### src/rtl/alu_arbiter.sv
// alu_arbiter: two-port round-robin arbiter/sequencer in front of a shared combinational 4-bit ALU
// Ports:
//   clk, reset (async, active-low)
//   req0/req1, a0/b0/op0, a1/b1/op1    requester inputs; gnt0/gnt1 combinational grants
//   alu_a/alu_b/alu_op/alu_l           registered ALU operands/opcode
//   alu_r/alu_zero/alu_carry/alu_sign  ALU result and flags
//   rsp_valid/rsp_ready                response handshake
//   rsp_id/rsp_r/rsp_zero/rsp_carry/rsp_sign  registered response
//   busy                               high outside IDLE
module alu_arbiter #(
  parameter logic PRIO_INIT = 1'b0
) (
  input  logic       clk,
  input  logic       reset,
  input  logic       req0,
  input  logic       req1,
  input  logic [3:0] a0,
  input  logic [3:0] b0,
  input  logic [3:0] a1,
  input  logic [3:0] b1,
  input  logic [2:0] op0,
  input  logic [2:0] op1,
  output logic       gnt0,
  output logic       gnt1,
  output logic [3:0] alu_a,
  output logic [3:0] alu_b,
  output logic [1:0] alu_op,
  output logic       alu_l,
  input  logic [3:0] alu_r,
  input  logic       alu_zero,
  input  logic       alu_carry,
  input  logic       alu_sign,
  output logic       rsp_valid,
  input  logic       rsp_ready,
  output logic       rsp_id,
  output logic [3:0] rsp_r,
  output logic       rsp_zero,
  output logic       rsp_carry,
  output logic       rsp_sign,
  output logic       busy
);
  typedef enum logic [1:0] {IDLE, EXEC, RESP} state_t;
  state_t state;
  logic   last;
  logic   idle;
  // Grants are gated by reset so nothing is offered while reset is held.
  assign idle = reset && state == IDLE;
  // On a tie the requester not served last wins.
  assign gnt0 = idle && req0 && (!req1 || last);
  assign gnt1 = idle && req1 && (!req0 || !last);
  assign busy = state != IDLE;
  always_ff @(posedge clk or negedge reset)
    if (!reset) begin
      state     <= IDLE;
      last      <= ~PRIO_INIT;
      alu_a     <= 4'd0;
      alu_b     <= 4'd0;
      alu_op    <= 2'd0;
      alu_l     <= 1'b0;
      rsp_valid <= 1'b0;
      rsp_id    <= 1'b0;
      rsp_r     <= 4'd0;
      rsp_zero  <= 1'b0;
      rsp_carry <= 1'b0;
      rsp_sign  <= 1'b0;
    end else
      case (state)
        IDLE:
          if (gnt0 || gnt1) begin
            alu_a           <= gnt1 ? a1 : a0;
            alu_b           <= gnt1 ? b1 : b0;
            {alu_l, alu_op} <= gnt1 ? op1 : op0;
            rsp_id          <= gnt1;
            last            <= gnt1;
            state           <= EXEC;
          end
        EXEC: begin
          rsp_r     <= alu_r;
          rsp_zero  <= alu_zero;
          rsp_carry <= alu_carry;
          rsp_sign  <= alu_sign;
          rsp_valid <= 1'b1;
          state     <= RESP;
        end
        RESP:
          if (rsp_ready) begin
            rsp_valid <= 1'b0;
            state     <= IDLE;
          end
        default: state <= IDLE;
      endcase
endmodule

### config.mk
export PLATFORM = sky130hd
export DESIGN_NAME = alu_arbiter
export DESIGN_NICKNAME = d
export VERILOG_FILES = /design/src/rtl/alu_arbiter.sv
export SDC_FILE = /design/constraint.sdc
export NUM_CORES = 1
export LEC_CHECK = 0
export BUFFER_PORTS_ARGS = -buffer_cell sky130_fd_sc_hd__buf_2
export CAP_MARGIN = 20
export CORE_UTILIZATION = 50
export CTS_BUF_LIST = sky130_fd_sc_hd__clkbuf_8
export DETAILED_ROUTE_END_ITERATION = 8
export GPL_TIMING_DRIVEN = 0
export PLACE_DENSITY = 0.87
export SETUP_SLACK_MARGIN = 0.4
export SYNTH_ARGS = -nofsm -noshare
export SYNTH_HDL_FRONTEND = slang
export SYNTH_SLANG_ARGS = --single-unit
export TNS_END_PERCENT = 30
### constraint.sdc
create_clock -name clk -period 2.6 [get_ports clk]
set_input_delay 0.39 -clock clk [delete_from_list [all_inputs] [get_ports clk]]
set_output_delay 0.39 -clock clk [all_outputs]
set_load 0.01 [all_outputs]
======== Yosys cells after proc, flatten, opt, wreduce, memory -nomap -nowiden ========
Index checks and enable logic that the tools add are counted.
word-level totals
  register bits ........................... 23
operators by class
  equal/unequal tests ..................... 4
  mux-type cells .......................... 8
  reductions and logical operators ........ 17
operator list
  kind                number
  $mux 4              2
  $pmux 2 s3          1
  $reduce_and 2->1    3
  $logic_and 1x1->1   5
  $mux 2              2
  $reduce_bool 2->1   2
  $logic_not 1->1     3
  $logic_or 1x1->1    3
  $mux 3              1
  $eq 2x1->1 const B  1
  $eq 2x2->1 const B  1
  $logic_not 2->1     1
  $ne 2x1->1 const B  1
  $ne 2x2->1 const B  1
  $pmux 1 s2          1
  $mux 1              1

======== Logic depth before layout (Yosys ltp) ========
  depth after elaboration ................. 7
  depth in mapped cells ................... 5
  depth with buffers taken out ............ 3

======== Least setup slack after synthesis ========
Ideal clock, no wire load.
  path type ............................... register -> output
  from .................................... reg state[0]
  to ...................................... out gnt0
  data arrival time ....................... 1.042 ns
  data required time ...................... 2.210 ns
  setup slack ............................. 1.168 ns
  cell stages (with the launch flop) ...... 5
  cells stage by stage .................... dfrtp_1 > nor3b_2 > buf_2 > nand3_1 > inv_1
on the way
  cells in the longest elaborated chain, start to end .. 4
RTL lines
  what                             RTL line  source
  from (decl)                      43        state_t state;
  from (signal assigned)           54        state <= IDLE;
  from (signal assigned)           75        state <= EXEC;
  from (signal assigned)           83        state <= RESP;
  $logic_not 2->1                  47        assign idle = reset && state == IDLE;
  $logic_and 1x1->1                47
  $logic_and 1x1->1 (2 in series)  49        assign gnt0 = idle && req0 && (!req1 || last);
  to (decl)                        23        output logic gnt0,
Every way passes these cells.

======== Worst setup path in the final report ========
  from .................................... in reset
  to ...................................... out gnt0
on the way
  cells in the longest elaborated chain, start to end .. 3
RTL lines
  what                             RTL line  source
  from (decl)                      14        input logic reset,
  $logic_and 1x1->1                47
  $logic_and 1x1->1 (2 in series)  49
Every way passes these cells.

==> metrics.cfg <==
[outcome]
status = finished, final reports clean

[timing]
setup_viol = 0
drv_slew = 0
min_period_ns = 1.985
hold_viol = 0
fin_crit_sh_pct = 76.35
finalClockSkew_ns = 0.001237
fmaxAchievable_mhz = 503.7
tns_ns = 0
tightest_slew_ns = 0.4266
slew_headroom_pct = 71.56
rsz0062_at_grt = no

[yosys]
synth_cells = 102
syn_area_per_cell_um2 = 11.02
synth_top_area_cell = dfrtp_1
synth_top_family_by_area = compound AO/OA/AOI/OAI gates
ys_types = 27
synth_xor_xnor_area_share_pct = 0
yosys.area_share.simple_pct = 18.04
synth_area_um2 = 1124
ys_ff_latch = 23
synth_area_leaders = dfrtp_1, nand4b_1, a31oi_1
syn_nets = 136
synth_fa_ha_area_share_pct = 0
netlist.area_leader.share_pct = 49.00
synth_warnings = 0
yosysSeqAreaShare_pct = 51.34
muxShareOfSynthArea_pct = 7.016
synth-compound-area-share_pct = 18.15

[routing]
post_drt_wl_per_cell_um = 13.86
drt-vias-per-instance = 5.455
ant_nets = 0
wl_um = 2620
drtPass1Iterations = 4
first_iter_violations = 30
vias = 1031
drc = 0

[setup_path]
end_kind = primary output
rrSetupSlack_ns = 1.10
cp.arrival_ns = 1.60
crit_path_start_kind = input port
critPathMaxFanout = 25
critPathRequiredTime_ns = 2.21
crit_type = input port to primary output

[global_route]
antenna_found_initial = 0
grt-ovfl-total = 0
grt_pass1_vias = 946
grt_max_degree = 26
grt_usage_pct = 23.39
grt_pass1_wl_um = 4319

[finish]
nFillCells = 156
layout-drive-gt1-share_pct = 48.15
layout_commonest_cell = buf_2
fin_nets = 197
final_cell_mix = buf_2, dfrtp_1, a21oi_1
syn_to_final_growth_pct = 32.29
antenna_cells = 0
fin_util_pct = 72.79
final_area_um2 = 1486

[clock_tree]
cts-hold-fix-buffers = 0
cts_sinks = 23
cts-root-buf = clkbuf_8
clk_pin_slew_ns = 0.08
worst_skew_pair.late_latency_ns = 0.26
numCtsBuffers = 3
h-tree-depth = 1
max-clock-path-buffers = 2
tritoncts = yes

[floorplan]
die_area_um2 = 2441
coreArea_um2 = 2042
fp-row-count = 16
ios = 57
die_y_um = 49.41
die_width_um = 49.41
initial_core_util_pct = 55.02

[placement]
dpl.hpwl_um = 1966
gp_congestion = 0.7783
port_buffers = 56
place_area_um2 = 1438

[power_and_ir_drop]
leakage_nw = 0.6957
power_density_nw_per_um2 = 955.3
ir_drop_uv = 587.6
p_total_mw = 1.420

[hold_path]
hold_path_class = input port to asynchronous set/reset pin

[run]
max-cap-violations = 0

## worst max-delay path: stages
cell and delay [ns]:
clkbuf_4 0.33, nor3b_2 0.29, buf_2 0.25, nand3_1 0.14, inv_1 0.07, buf_2 0.12
## sequential cells by signal, indices dropped and copies added (netlist names)
register,count
alu_a,4
alu_b,4
rsp_r,4
alu_op,2
state,2
alu_l,1
last,1
rsp_carry,1
rsp_id,1
rsp_sign,1
rsp_valid,1
rsp_zero,1
## worst paths after layout
path,start,to,depth (start not counted)
worst max-delay path,reset,gnt0,6
worst min-delay path,reset,alu_a[1]$_DFFE_PN0P_,1
worst max register to register,last$_DFFE_PN1P_,alu_b[3]$_DFFE_PN0P_,4
worst min register to register,rsp_id$_DFFE_PN0P_,rsp_id$_DFFE_PN0P_,1
max in group asynchronous,reset,last$_DFFE_PN1P_,1
min in group clk,alu_r[1],rsp_r[1]$_DFFE_PN0P_,2
## final cells by class
cell class	instances	area, um2	share of cell area [%]
repair buffers	56	282.8	19.02
multi-input cells	68	485.5	32.66
clock buffers	3	41.29	2.778
flip-flops and latches	23	576.8	38.80
clock inverters	1	5.005	0.3367
inverters	2	7.507	0.5050
plain buffers	9	53.80	3.620
well taps	27	33.78	2.273
## report_power, final
group / internal [mW] / switching [mW]
Sequential: 0.524 / 0.0897
Combinational: 0.288 / 0.302
Clock: 0.107 / 0.110
## through the flow
step                hold WS [ns]  setup WS [ns]  instances
floorplan                0.09441          1.168        102
global placement          0.4022         0.4692        185
detailed placement        0.4078         0.4395        185
CTS                       0.1334         0.4289        189
global route             0.07215         0.4637        189
finish                   0.05098         0.6149        189
## Yosys cell counts (all sizes together)
library cell  instances
nor2b                 1
o21ai                11
and2                  2
a21oi                13
a21o                  2
buf                   6
or2                   3
clkbuf                3
nand4b                8
nand2                 1
inv                   2
nor3b                 2
nand2b                1
nand4bb               1
a31oi                11
dfrtp                22
nor2                  1
mux2                  7
nand3                 1
dfstp                 1
or3b                  3
## routing by layer
layer / up-vias / global-route usage (%) / part of all wire, %
li1: 499 / - / -
met1: 490 / 30.32 / 44
met2: 38 / 38.81 / 50
met3: 4 / 4.984 / 5.2
met4: 0 / 7.619 / 0.80
met5: - / 0 / 0
## cells by family after synthesis
group,Yosys count
compound gates,37
buf+inv,11
flops,23
mux,7
simple gates,24
## what timing repair did
action,4_1_cts,5_1_grt
resized for setup,0,1
setup endpoints to repair,0,1
buffers inserted,0,0
(Power assumes the default switching activity.)
